===== src/rtl/alsu_pipe.sv =====
// alsu_pipe: handshaked, parametrised ALSU with WIDTH-bit signed operands and a 2*WIDTH-bit result.
// One operation is in flight at a time; multiply is iterative and the result is held until the sink takes it.
module alsu_pipe #(
  parameter int    WIDTH          = 3,
  parameter string INPUT_PRIORITY = "A",
  parameter string FULL_ADDER     = "ON",
  parameter int    LED_W          = 16
) (
  input  logic                 clk,
  input  logic                 rst,
  input  logic                 in_valid,
  output logic                 in_ready,
  input  logic [WIDTH-1:0]     A,
  input  logic [WIDTH-1:0]     B,
  input  logic                 cin,
  input  logic                 serial_in,
  input  logic                 red_op_A,
  input  logic                 red_op_B,
  input  logic                 bypass_A,
  input  logic                 bypass_B,
  input  logic                 direction,
  input  logic [2:0]           opcode,
  output logic                 out_valid,
  input  logic                 out_ready,
  output logic [2*WIDTH-1:0]   out,
  output logic                 err,
  output logic [LED_W-1:0]     leds
);

  localparam int OW      = 2 * WIDTH;
  localparam int CW      = $clog2(WIDTH + 1);
  localparam bit PRIO_A  = (INPUT_PRIORITY == "A");
  localparam bit USE_CIN = (FULL_ADDER == "ON");

  typedef enum logic [1:0] {
    S_IDLE,
    S_EXEC,
    S_MUL,
    S_DONE
  } state_t;

  state_t r_state;
  state_t w_next;

  logic [WIDTH-1:0] r_a;
  logic [WIDTH-1:0] r_b;
  logic             r_cin;
  logic             r_serial;
  logic             r_redA;
  logic             r_redB;
  logic             r_bypA;
  logic             r_bypB;
  logic             r_dir;
  logic [2:0]       r_op;

  logic [OW-1:0]    r_mcand;
  logic [WIDTH-1:0] r_mplier;
  logic [OW-1:0]    r_acc;
  logic             r_neg;
  logic [CW-1:0]    r_cnt;

  logic [OW-1:0]    r_out;
  logic             r_err;
  logic [LED_W-1:0] r_leds;

  logic             w_goMul;
  logic [WIDTH-1:0] w_magA;
  logic [WIDTH-1:0] w_magB;
  logic [OW-1:0]    w_extA;
  logic [OW-1:0]    w_extB;
  logic [WIDTH-1:0] w_bypSel;
  logic [WIDTH-1:0] w_redSel;
  logic [WIDTH:0]   w_sum;
  logic             w_invalid;
  logic [OW-1:0]    w_execOut;
  logic             w_execErr;

  assign in_ready  = (r_state == S_IDLE);
  assign out_valid = (r_state == S_DONE);
  assign out       = r_out;
  assign err       = r_err;
  assign leds      = r_leds;

  // Only a plain, valid multiply takes the iterative path; bypassed or invalid ones resolve in EXEC.
  assign w_goMul = (opcode == 3'd3) & ~bypass_A & ~bypass_B & ~red_op_A & ~red_op_B;
  assign w_magA  = A[WIDTH-1] ? -A : A;
  assign w_magB  = B[WIDTH-1] ? -B : B;

  assign w_extA    = {{(OW-WIDTH){r_a[WIDTH-1]}}, r_a};
  assign w_extB    = {{(OW-WIDTH){r_b[WIDTH-1]}}, r_b};
  assign w_bypSel  = (r_bypA & r_bypB) ? (PRIO_A ? r_a : r_b) : (r_bypA ? r_a : r_b);
  assign w_redSel  = (r_redA & r_redB) ? (PRIO_A ? r_a : r_b) : (r_redA ? r_a : r_b);
  assign w_sum     = {r_a[WIDTH-1], r_a} + {r_b[WIDTH-1], r_b} + {{WIDTH{1'b0}}, (r_cin & USE_CIN)};
  assign w_invalid = ((r_redA | r_redB) & (r_op[2] | r_op[1])) | (r_op[2:1] == 2'b11);

  always_comb begin
    w_execOut = '0;
    w_execErr = 1'b0;
    if (r_bypA | r_bypB) begin
      w_execOut = {{(OW-WIDTH){w_bypSel[WIDTH-1]}}, w_bypSel};
    end else if (w_invalid) begin
      w_execErr = 1'b1;
    end else begin
      case (r_op)
        3'd0:    w_execOut = (r_redA | r_redB) ? {{(OW-1){1'b0}}, |w_redSel} : (w_extA | w_extB);
        3'd1:    w_execOut = (r_redA | r_redB) ? {{(OW-1){1'b0}}, ^w_redSel} : (w_extA ^ w_extB);
        3'd2:    w_execOut = {{(OW-WIDTH-1){w_sum[WIDTH]}}, w_sum};
        3'd4:    w_execOut = r_dir ? {r_out[OW-2:0], r_serial} : {r_serial, r_out[OW-1:1]};
        3'd5:    w_execOut = r_dir ? {r_out[OW-2:0], r_out[OW-1]} : {r_out[0], r_out[OW-1:1]};
        default: w_execOut = '0;
      endcase
    end
  end

  always_ff @(posedge clk or posedge rst) begin
    if (rst) begin
      r_state <= S_IDLE;
    end else begin
      r_state <= w_next;
    end
  end

  always_comb begin
    w_next = r_state;
    case (r_state)
      S_IDLE:  if (in_valid) w_next = w_goMul ? S_MUL : S_EXEC;
      S_EXEC:  w_next = S_DONE;
      S_MUL:   if (r_cnt == CW'(WIDTH)) w_next = S_DONE;
      S_DONE:  if (out_ready) w_next = S_IDLE;
      default: w_next = S_IDLE;
    endcase
  end

  // Multiply works on magnitudes; one partial product per cycle, then a final cycle applies the sign.
  always_ff @(posedge clk or posedge rst) begin
    if (rst) begin
      r_a      <= '0;
      r_b      <= '0;
      r_cin    <= 1'b0;
      r_serial <= 1'b0;
      r_redA   <= 1'b0;
      r_redB   <= 1'b0;
      r_bypA   <= 1'b0;
      r_bypB   <= 1'b0;
      r_dir    <= 1'b0;
      r_op     <= '0;
      r_mcand  <= '0;
      r_mplier <= '0;
      r_acc    <= '0;
      r_neg    <= 1'b0;
      r_cnt    <= '0;
      r_out    <= '0;
      r_err    <= 1'b0;
    end else begin
      case (r_state)
        S_IDLE: begin
          if (in_valid) begin
            r_a      <= A;
            r_b      <= B;
            r_cin    <= cin;
            r_serial <= serial_in;
            r_redA   <= red_op_A;
            r_redB   <= red_op_B;
            r_bypA   <= bypass_A;
            r_bypB   <= bypass_B;
            r_dir    <= direction;
            r_op     <= opcode;
            r_mcand  <= {{(OW-WIDTH){1'b0}}, w_magA};
            r_mplier <= w_magB;
            r_acc    <= '0;
            r_neg    <= A[WIDTH-1] ^ B[WIDTH-1];
            r_cnt    <= '0;
          end
        end
        S_EXEC: begin
          r_out <= w_execOut;
          r_err <= w_execErr;
        end
        S_MUL: begin
          if (r_cnt == CW'(WIDTH)) begin
            r_out <= r_neg ? -r_acc : r_acc;
            r_err <= 1'b0;
          end else begin
            r_acc    <= r_acc + (r_mplier[0] ? r_mcand : '0);
            r_mcand  <= r_mcand << 1;
            r_mplier <= r_mplier >> 1;
            r_cnt    <= r_cnt + 1'b1;
          end
        end
        default: begin
        end
      endcase
    end
  end

  always_ff @(posedge clk or posedge rst) begin
    if (rst) begin
      r_leds <= '0;
    end else if (r_err) begin
      r_leds <= ~r_leds;
    end else begin
      r_leds <= '0;
    end
  end

endmodule


===== config.mk =====
export PLATFORM = sky130hd
export DESIGN_NAME = alsu_pipe
export DESIGN_NICKNAME = d
export VERILOG_FILES = /design/src/rtl/alsu_pipe.sv
export SDC_FILE = /design/constraint.sdc
export NUM_CORES = 1
export LEC_CHECK = 0
export BUFFER_PORTS_ARGS = -buffer_cell sky130_fd_sc_hd__buf_2
export CAP_MARGIN = 30
export CELL_PAD_IN_SITES_DETAIL_PLACEMENT = 2
export CELL_PAD_IN_SITES_GLOBAL_PLACEMENT = 2
export CORE_MARGIN = 2
export CORE_UTILIZATION = 35
export CTS_BUF_LIST = sky130_fd_sc_hd__clkbuf_4
export CTS_CLUSTER_SIZE = 24
export DETAILED_ROUTE_END_ITERATION = 12
export PLACE_DENSITY = 0.78
export SKIP_LAST_GASP = 1
export SLEW_MARGIN = 10
export SYNTH_ARGS = -nofsm -noshare
export SYNTH_HDL_FRONTEND = slang
export SYNTH_SLANG_ARGS = --single-unit

===== constraint.sdc =====
create_clock -name clk -period 3.2 [get_ports clk]
set_input_delay 0 -clock clk [delete_from_list [all_inputs] [get_ports clk]]
set_output_delay 0 -clock clk [all_outputs]
set_load 0.05 [all_outputs]

==> impl_metrics.tcl <==
set metrics [dict create \
    crit_type "register to register" \
    setup_viol 0 \
    cp_top_family "compound AO/OA/AOI/OAI gates" \
    die_area_mm2 0.01035 \
    io_buffers 44 \
    hold_violations 0 \
    vias 2797 \
    fin_crit_ns 2.110 \
    nNetsFinal 440 \
    p_leak_nw 1.970 \
    post_cts_buffers 0 \
    syn_inst 336 \
    startpoint "r_redA" \
    crit_fanout 11 \
    dpl.hpwl_um 6857 \
    endpoint "out[0]" \
    synthMuxAreaShare_pct 8.009 \
    dp_cells 500 \
    grt-ovfl-total 0 \
    r2r_start "r_redA" \
    finalClockSkew_ns 0.02158 \
    yosysTopAreaCell "dfrtp_1" \
    grt_pass1_wl_um 15690 \
    dieWidth_um 101.7 \
    yosysMostFrequentCell "dfrtp_1" \
    synth-edff-count 0 \
    synth_adder_area_share_pct 8.533 \
    yosysSeqAreaShare_pct 44.16 \
    cp_cell_sequence "mux2i_1 > ha_1 > xnor2_1 > a221oi_1 > o41ai_1 > a21oi_1" \
    htree_levels 3 \
    first_iter_violations 104 \
    synth-main-ff-cell "dfrtp_1" \
    crit_arrival_ns 2.41 \
    slew_viol_final 0 \
    avgSynthCellArea_um2 9.950 \
    r2r_end "out[0]" \
    detail_route.first_pass.iterations 4 \
    fp-row-count 35 \
    r2r_slack_ns 1.09 \
    die_h_um 101.7 \
    async_flop_share_pct 100.0 \
    syn_nets 377 \
    start_kind "register" \
    drv_cap 0 \
    worst_slew_pin_slew_ns 0.8370 \
    area_growth_pct 20.47 \
    routed_wl_um 9435 \
    clock.fmax_mhz 473.9 \
    vdd_ir_drop_max_mv 0.3477 \
    fin_tns_setup_ns 0 \
    grt_max_degree 39 \
    worst_setup_path_end_kind "register" \
    synth_common_cells "59 x dfrtp_1, 31 x nand2_1, 24 x nor2b_1" \
    path_buf_inv 0 \
    r2r_cells 6 \
    slowest_delay_ns 0.61 \
    synth_top_family_by_area "simple AND/OR/NAND/NOR gates" \
    ys_types 54 \
    tritoncts "built" \
    start_util_pct 36.18 \
    cts_buffers 9 \
    synth_area_mm2 0.003343 \
    grt_pass1_vias 3002 \
    clock_sinks 59 \
    hp-class "input pin to register" \
    drive_above_1_share_pct 22.03 \
    yosysTopAreaCellShare_pct 44.16 \
    slew_headroom_pct 44.12 \
    synth_compound_area_share_pct 13.88 \
    synth-simple-area-share_pct 18.56 \
    layout.cells.non_filler 534 \
    detail_route.wl_per_cell_um 17.67 \
    fillers 1014 \
    grtUsageTotal_pct 19.98 \
    fin_crit_sh_pct 65.94 \
    antenna_found_initial 1 \
    synth.yosys.warnings 0 \
    worstSetupPathDepth 6 \
    ios 45 \
    insertion_delay_ns 0.42 \
    cpMaxStageDelayCell "dfrtp_1" \
    outcome "complete, no violations" \
    place.gp.congestion 0.7615 \
    critPathRequiredTime_ns 3.50 \
    synth_xor_area_share_pct 2.620 \
    via_per_inst 5.238 \
    cts_root_buf "clkbuf_4" \
    synth.area.top_cells "dfrtp_1 44%, ha_1 6.7%, mux2_2 4.7%" \
    clk_path_buf_depth 2 \
    synth_seq_cells 59 \
    drc 0 \
    power_density_mw_per_mm2 1036 \
    ant_nets 0 \
    cts.clk_slew.worst_paths_ns 0.11 \
    core_area_mm2 0.009240 \
    rsz0062_at_grt "false" \
]
[layout make-up]
| cell class | instances | area, um^2 | share of cell area [%] |
|---|---|---|---|
| timing repair buffer | 66 | 427.9 | 10.62 |
| inverter | 21 | 78.83 | 1.957 |
| multi-input combinational | 242 | 1725 | 42.84 |
| sequential | 59 | 1476 | 36.66 |
| tap | 129 | 161.4 | 4.007 |
| clock inverter | 6 | 80.08 | 1.988 |
| antenna | 1 | 2.502 | 0.06213 |
| clock buffer | 10 | 75.07 | 1.864 |
[through the flow]
stage	power, mW	setup WS (ns)	cell area, um^2	hold slack (ns)	utilization (%)
after floorplan	2.937	1.194	3343	0.1340	-
after global placement	3.421	1.193	3700	0.2221	40.04
after detailed placement	3.543	1.129	3700	0.2266	40.04
after CTS	4.208	1.076	4025	0.1002	43.56
after global routing	4.490	0.9566	4028	0.1500	43.59
final	4.171	1.090	4028	0.1101	43.59
[state kept, by name, summed over array words and instances (netlist names)]
signal / cells
r_neg: 1
r_redA: 1
r_cin: 1
r_redB: 1
r_serial: 1
r_op: 3
err: 1
r_dir: 1
r_cnt: 2
r_bypB: 1
out: 6
r_state: 2
r_acc: 6
r_bypA: 1
r_mplier: 3
r_a: 3
r_mcand: 6
r_b: 3
leds: 16
[worst min path at each step]
stage               slack, ns     endpoint  depth (start not counted)       from
floorplan                0.13  r_mplier[2]                          2       B[2]
global placement         0.22      leds[3]                          2        rst
detailed placement       0.23     r_acc[4]                          2        rst
CTS                      0.10   r_state[0]                          4  out_ready
global route             0.15   r_state[1]                          4  out_ready
finish                   0.11   r_state[0]                          4  out_ready
[per-layer routing]
| layer | share of wire, % | routed length [um] | track usage, % |
|---|---|---|---|
| met1 | 48 | 4518 | 26.47 |
| met2 | 48 | 4506 | 32.69 |
| met3 | 2.8 | 263 | 3.244 |
| met4 | 1.6 | 147 | 7.900 |
| met5 | 0 | 0 | 0 |
[worst register-to-register path: stages (launching register included)]
cell	delay (ns)
dfrtp_1	0.61
mux2i_1	0.27
ha_1	0.29
xnor2_1	0.15
a221oi_1	0.11
o41ai_1	0.45
a21oi_1	0.12
[cell usage in the layout (no fill, tap or decap), types with 3 or more instances in the layout]
cell type,count
dlygate4sd3_1,17
a22o_1,5
buf_4,5
inv_1,20
o21ai_0,20
a211oi_1,3
o31ai_1,6
ha_1,18
nand2_1,31
nor2_1,19
nand3_1,7
mux2i_1,11
a21oi_1,12
nor3_1,5
o22ai_1,4
mux2_2,14
fa_1,3
buf_2,44
and2_2,5
dfrtp_1,59
clkbuf_4,10
a21o_1,4
nor2b_1,24
xnor2_1,9
nand2b_1,6
nor4_1,4
[power by group]
| part | total, mW | internal [mW] | switching [mW] | leakage, nW |
|---|---|---|---|---|
| Combinational | 2.15 | 0.820 | 1.33 | 1.13 |
| Sequential | 1.40 | 1.02 | 0.381 | 0.759 |
| Clock | 0.618 | 0.319 | 0.298 | 0.0815 |
[cell families after synthesis]
group | count (synthesis)
compound gates | 69
xor+xnor | 10
fa+ha+maj | 21
buf+inv | 35
flops | 59
mux | 25
simple gates | 117
[timing repair]
action | in CTS | in global routing
hold endpoints to repair | 57 | 0
gates resized for setup | 0 | 0
hold buffers | 17 | 0
Note: power is estimated with default switching activity, not from simulation.
